**src/rtl/activation_lut_writer.sv**
```systemverilog
// activation_lut_writer: streams 16 samples into a shadow bank, then swaps it atomically
// into the active bank that drives the registered base/next_data lookup.
`default_nettype none

module activation_lut_writer #(
  parameter int ENTRIES = 16,
  parameter int DATA_W  = 8
) (
  input  logic                     clk,
  input  logic                     rst,
  input  logic                     load_start,
  input  logic signed [DATA_W-1:0] wr_data,
  input  logic                     wr_valid,
  output logic                     wr_ready,
  output logic                     busy,
  output logic                     load_done,
  output logic                     table_valid,
  input  logic [3:0]               address,
  output logic signed [DATA_W-1:0] base,
  output logic signed [DATA_W-1:0] next_data
);

  localparam int ADDR_W = 4;
  localparam logic [ADDR_W-1:0] LAST_ADDR = ADDR_W'(ENTRIES - 1);

  typedef enum logic [1:0] {
    IDLE   = 2'd0,
    LOAD   = 2'd1,
    COMMIT = 2'd2
  } state_t;

  state_t state;
  state_t state_next;

  logic [ADDR_W-1:0]        wcnt;
  logic                     wcnt_last;
  logic                     wr_fire;
  logic                     restart;
  logic                     swap;
  logic [ADDR_W-1:0]        next_addr;
  logic signed [DATA_W-1:0] shadow [ENTRIES];
  logic signed [DATA_W-1:0] active [ENTRIES];

  assign wcnt_last = (wcnt == LAST_ADDR);
  // The upper neighbour saturates at the last entry instead of wrapping to 0.
  assign next_addr = (address == LAST_ADDR) ? LAST_ADDR : address + 4'd1;

  always_ff @(posedge clk or negedge rst) begin
    if (!rst) begin
      state <= IDLE;
    end else begin
      state <= state_next;
    end
  end

  always_comb begin
    state_next = state;
    wr_ready   = 1'b0;
    busy       = 1'b0;
    wr_fire    = 1'b0;
    restart    = 1'b0;
    swap       = 1'b0;
    case (state)
      IDLE: begin
        if (load_start) begin
          state_next = LOAD;
          restart    = 1'b1;
        end
      end
      LOAD: begin
        wr_ready = 1'b1;
        busy     = 1'b1;
        // A restart wins over a sample presented in the same cycle.
        if (load_start) begin
          restart = 1'b1;
        end else if (wr_valid) begin
          wr_fire = 1'b1;
          if (wcnt_last) begin
            state_next = COMMIT;
          end
        end
      end
      COMMIT: begin
        busy       = 1'b1;
        swap       = 1'b1;
        state_next = IDLE;
      end
      default: begin
        state_next = IDLE;
      end
    endcase
  end

  always_ff @(posedge clk or negedge rst) begin
    if (!rst) begin
      wcnt <= '0;
    end else if (restart) begin
      wcnt <= '0;
    end else if (wr_fire) begin
      wcnt <= wcnt + 4'd1;
    end
  end

  always_ff @(posedge clk or negedge rst) begin
    if (!rst) begin
      for (int i = 0; i < ENTRIES; i++) begin
        shadow[i] <= '0;
      end
    end else if (wr_fire) begin
      shadow[wcnt] <= wr_data;
    end
  end

  always_ff @(posedge clk or negedge rst) begin
    if (!rst) begin
      for (int i = 0; i < ENTRIES; i++) begin
        active[i] <= '0;
      end
    end else if (swap) begin
      for (int i = 0; i < ENTRIES; i++) begin
        active[i] <= shadow[i];
      end
    end
  end

  always_ff @(posedge clk or negedge rst) begin
    if (!rst) begin
      table_valid <= 1'b0;
      load_done   <= 1'b0;
    end else begin
      load_done <= swap;
      if (swap) begin
        table_valid <= 1'b1;
      end
    end
  end

  // Lookup samples the bank before the swap edge takes effect, so a table is never mixed.
  always_ff @(posedge clk or negedge rst) begin
    if (!rst) begin
      base      <= '0;
      next_data <= '0;
    end else begin
      base      <= active[address];
      next_data <= active[next_addr];
    end
  end

endmodule

`default_nettype wire

```
**config.mk**
```make
export PLATFORM = sky130hd
export DESIGN_NAME = activation_lut_writer
export DESIGN_NICKNAME = d
export VERILOG_FILES = /design/src/rtl/activation_lut_writer.sv
export SDC_FILE = /design/constraint.sdc
export NUM_CORES = 1
export LEC_CHECK = 0
export BUFFER_PORTS_ARGS = -buffer_cell sky130_fd_sc_hd__buf_2
export CAP_MARGIN = 25
export CORE_MARGIN = 3
export CORE_UTILIZATION = 30
export CTS_BUF_LIST = sky130_fd_sc_hd__clkbuf_2 sky130_fd_sc_hd__clkbuf_4 sky130_fd_sc_hd__clkbuf_8
export DETAILED_ROUTE_END_ITERATION = 6
export PLACE_DENSITY = 0.47
export SYNTH_ARGS = -nofsm -noshare
export SYNTH_HDL_FRONTEND = slang
export SYNTH_SLANG_ARGS = --single-unit
```
**constraint.sdc**
```tcl
create_clock -name clk -period 2.55 [get_ports clk]
set_clock_uncertainty 0.05 [all_clocks]
set_input_delay 0.3825 -clock clk [delete_from_list [all_inputs] [get_ports clk]]
set_output_delay 0.3825 -clock clk [all_outputs]
set_load 0.02 [all_outputs]
```
== After elaboration in Yosys (flattened, before gate mapping) ==
Cells that the tools add are included.

* Output and inout port bits: 20
* Flip-flop bits (word level): 280

* Equal/unequal tests: 8
* Reduce and logical (&&, ||, !) cells: 6
* Add/sub/neg operators: 2
* Bitwise logic cells: 3
* Muxes and demuxes: 25
* Order comparisons: 4

{| class="wikitable"
|+ Operators by type and width
! operator !! number
|-
| 128-bit bitwise mux || 1
|-
| 8-bit binary-select mux with 4-bit select || 2
|-
| 8-bit 2-to-1 mux || 5
|-
| 8-bit demux with 4-bit select || 1
|-
| 5-bit >= comparator, second input constant || 3
|-
| 4-bit NOT with 5-bit output || 3
|-
| 4-bit 2-to-1 mux || 3
|-
| 4-bit by 1-bit adder with 4-bit output, second input constant || 2
|-
| 4-bit equality test, second input constant || 2
|-
| 1-bit 2-to-1 mux || 8
|-
| 2-bit 2-to-1 mux || 4
|-
| 2-bit inequality test, second input constant || 4
|-
| 5-bit by 1-bit less-than comparator with 1-bit output, second input constant || 1
|-
| 2-bit one-hot mux with 2 select lines || 1
|-
| 4-bit AND reduction || 1
|-
| 2-bit OR reduction || 2
|-
| 2-bit by 1-bit equality test with 1-bit output, second input constant || 1
|-
| 2-bit equality test, second input constant || 1
|-
| 2-bit logical NOT || 1
|-
| 2-bit nonzero test || 1
|-
| 1-bit logical AND || 1
|}

== Depth between registers and ports, before layout ==
* Word-level depth: 6
* Depth in mapped cells: 9

== Worst setup path before layout ==
OpenSTA, ideal clock, no wires.

* Path kind: reg2reg
* Start: reg state[1]
* End: reg shadow[93] (netlist bit)
* Clock period less this slack: 1.958 ns
* Stages on the path, launching flop included: 7
* Path slack: 0.592 ns
* Arrival: 1.780 ns
* Path buffers: 0
* Cell sequence: dfrtp_1 inv_1 ha_1 nand3b_4 nor3b_4 nand2_2 mux2_1

* Word-level cells in the longest chain between the ends: 2

{| class="wikitable"
|+ Ends and longest elaborated chain
! item !! line !! RTL
|-
| start, declared || 32 || <nowiki>state_t state;</nowiki>
|-
| start signal, assigned || 52 || <nowiki>state <= state_next;</nowiki>
|-
| 2-bit by 1-bit equality test with 1-bit output || 63 || <nowiki>case (state)</nowiki>
|-
| 1-bit 2-to-1 mux || 63 ||
|-
| end signal, assigned by index || 110 || <nowiki>shadow[wcnt] <= wr_data;</nowiki>
|-
| end, declared || 41 || <nowiki>logic signed [DATA_W-1:0] shadow [ENTRIES];</nowiki>
|}

Every way passes these cells.
A chain may end at the register's enable or synchronous reset.

== Worst setup path after layout ==
* Start: reg state[1]
* End: reg shadow[94] (netlist bit)

Same word-level chain as after synthesis.

==> run_results.csv <==
group,metric,value,unit
global_route,overflow,0,
synthesis,synth_edf_count,0,
synthesis,synth_commonest_cells,"dfrtp_1, mux2_2, a21oi_1",
synthesis,synthFlopType,"dfrtp_1",
global_route,grt_usage,15.1,%
worst_setup_path,worst_ep_required_time,2.96,ns
synthesis,yosysWarnings,0,
sta,slew_violations,0,
layout,syn_to_final_growth,16.4,%
clocking,path_clk_slew,0.06,ns
clocking,cts.sinks,280,
sta,slew_headroom,61.0,%
synthesis,yosys.area.top_type_share,54.6,%
worst_setup_path,cp_num_buf_inv,1,
sta,fmax,0.450,GHz
global_route,grt_pass1_wl,51600,µm
synthesis,synthTopCellsByArea,"dfrtp_1, mux2_2, mux4_2, a21oi_1, a211oi_1",
layout,nets,980,
worst_setup_path,path_class,"register to register",
detailed_routing,drtIter0Drc,413,
clocking,htreeDepth,2,
clocking,cts.root.buffer_cell,"clkbuf_8",
floorplanning,coreArea,42100,µm²
synthesis,yosys.area.top_type,"dfrtp_1",
sta,post-route-min-period,2.22,ns
synthesis,synth-seq-cells,280,
synthesis,synth_fp_nets,912,
worst_setup_path,arrival,2.63,ns
detailed_routing,routed_wirelength,33300,µm
global_route,antenna_found_initial,0,
clocking,cts.path.max_buffers,3,
detailed_routing,drtPass1Iterations,5,
synthesis,syn_inst,888,
layout,design_area,14900,µm²
clocking,cts_buffers,50,
worst_setup_path,critPathTopFamily,"simple AND/OR/NAND/NOR gates",
detailed_routing,ant_nets,0,
hold_path,hold_path.class,"input port to register",
sta,finalSetupViolCount,0,
worst_setup_path,path_max_fanout,8,
detailed_routing,drc_errors,0,
clocking,post_cts_buffers,0,
placement,io_buffers,35,
detailed_routing,vias,7678,
synthesis,synth_most_common_cell,"dfrtp_1",
floorplanning,die_area,45300,µm²
sta,tns,0,ns
flow_run,cap_violations,0,
floorplanning,num_io_pins,36,
detailed_routing,wl_per_cell,21.7,µm
layout,fillers,4109,
placement,post_dp_cell_area,13800,µm²
worst_setup_path,crit_path_top_delay_cell,"dfrtp_1",
floorplanning,rows,75,
clocking,cts-resized-gates,0,
synthesis,ys_seq_area_share,54.6,%
worst_setup_path,cp_slowest_stage_delay,0.42,ns
pwr,leakage,7.08,nW
synthesis,netlist_area,12800,µm²
worst_setup_path,rrSetupSlack,0.33,ns
sta,grt_setup_unrepaired,"false",
pwr,power_density,681,nW/µm²
layout,drive_gt1_share,49.4,%
worst_setup_path,end_kind,"register",
global_route,grt_max_degree,67,
detailed_routing,vias_per_cell,5.01,
sta,tightest_slew,0.585,ns
worst_setup_path,start_kind,"register",
floorplanning,die_w,213,µm
pwr,ir_drop,294,µV
sta,finalCritPeriodShare,87.1,%
clocking,clk_latency,0.60,ns
synthesis,synth_cell_types,52,
synthesis,async_flop_share,100,%
clocking,cts_tree,"yes",
placement,hpwl,23000,µm
global_route,grt_pass1_vias,8093,
synthesis,syn_area_per_cell,14.4,µm²
floorplanning,start_util,30.4,%
worst_setup_path,cp_cell_sequence,"inv_1, ha_1, nand3b_4, nor3b_4, nand2_2, mux2_1",
pwr,total_power,10.2,mW
floorplanning,die_h,213,µm
layout,diodes,0,
sta,hold_violations,0,
placement,gp_congestion,0.784,
outcome,status,"finished, final reports clean",
[sequential cells by signal, summed over array words and instances, names as in the netlist]
name and flops:
active 128, base 8, load_done 1, next_data 8
shadow 128, state 2, table_valid 1, wcnt 4
[logic make-up after synthesis]
logic type,Yosys count,synth area share [%]
muxes,324,31.8
DFF,280,54.6
AOI/OAI and AO/OA,112,5.47
and+or+nand+nor,100,4.64
buffers and inverters,63,2.60
adders and majority gates,8,0.780
xor gates and xnor gates,1,0.0683
[stage by stage]
step                instances  setup WS (ns)  util [%]  hold WS [ns]
floorplan                 888          0.592         -        0.0369
global placement         1441         0.0968      32.7         0.342
detailed placement       1441         0.0872      32.7         0.345
CTS                      1534          0.294      35.4        0.0370
global route             1534          0.195      35.4        0.0834
finish                   1534          0.329      35.4         0.104
[repair_timing]
action                                 CTS  global route
hold buffers                             2             0
setup endpoints to repair                0             0
endpoints found under the hold margin   58             0
[worst min-delay path, stage by stage]
cell and delay, ns:
buf_2 0.14, nand4_1 0.12, o41ai_1 0.07
[area by class of cell]
| type | instances | area, µm² | area share (%) |
|---|---|---|---|
| flip-flops and latches | 280 | 7010 | 46.9 |
| clock buffers | 80 | 1020 | 6.83 |
| inverters | 8 | 30.0 | 0.201 |
| well taps | 539 | 674 | 4.52 |
| repair buffers | 71 | 588 | 3.94 |
| multi-input cells | 545 | 5500 | 36.9 |
| clock inverters | 11 | 110 | 0.737 |
[worst paths after layout]
check | start | end | depth (start not counted)
setup / recovery | state[1]$_DFFE_PN0P_ | shadow[94]$_DFFE_PN0P_ | 6
hold / removal | wr_valid | wcnt[3]$_DFFE_PN0P_ | 3
setup reg to reg | state[1]$_DFFE_PN0P_ | shadow[94]$_DFFE_PN0P_ | 6
hold reg to reg | table_valid$_DFFE_PN0P_ | table_valid$_DFFE_PN0P_ | 1
max in group asynchronous | rst | active[113]$_DFFE_PN0P_ | 3
min in group asynchronous | rst | shadow[124]$_DFFE_PN0P_ | 2
[layer usage]
metal / up-vias / global-route usage [%] / share of wire, %
li1: 3434 / - / -
met1: 4065 / 20.1 / 46
met2: 124 / 25.1 / 48
met3: 55 / 2.81 / 3.6
met4: 0 / 4.73 / 2.1
met5: - / 0 / 0
[layout by cell type (no fill, tap or decap), types with 15 or more instances in the layout]
cell type and instances:
nor2b_1 15, mux2_2 263, clkbuf_8 67, o21ai_0 18, a211oi_1 18, nand2_1 25, buf_4 25, mux4_2 40
dfrtp_1 280, a21oi_1 45, nand2_2 17, buf_2 33
[power by group]
part	total, mW	internal (mW)	leakage, nW	switching [mW]
clock	4.64	2.73	0.597	1.90
combinational	0.769	0.315	2.64	0.454
sequential	4.76	4.65	3.84	0.105
Note: power is estimated with default switching activity, not from simulation.
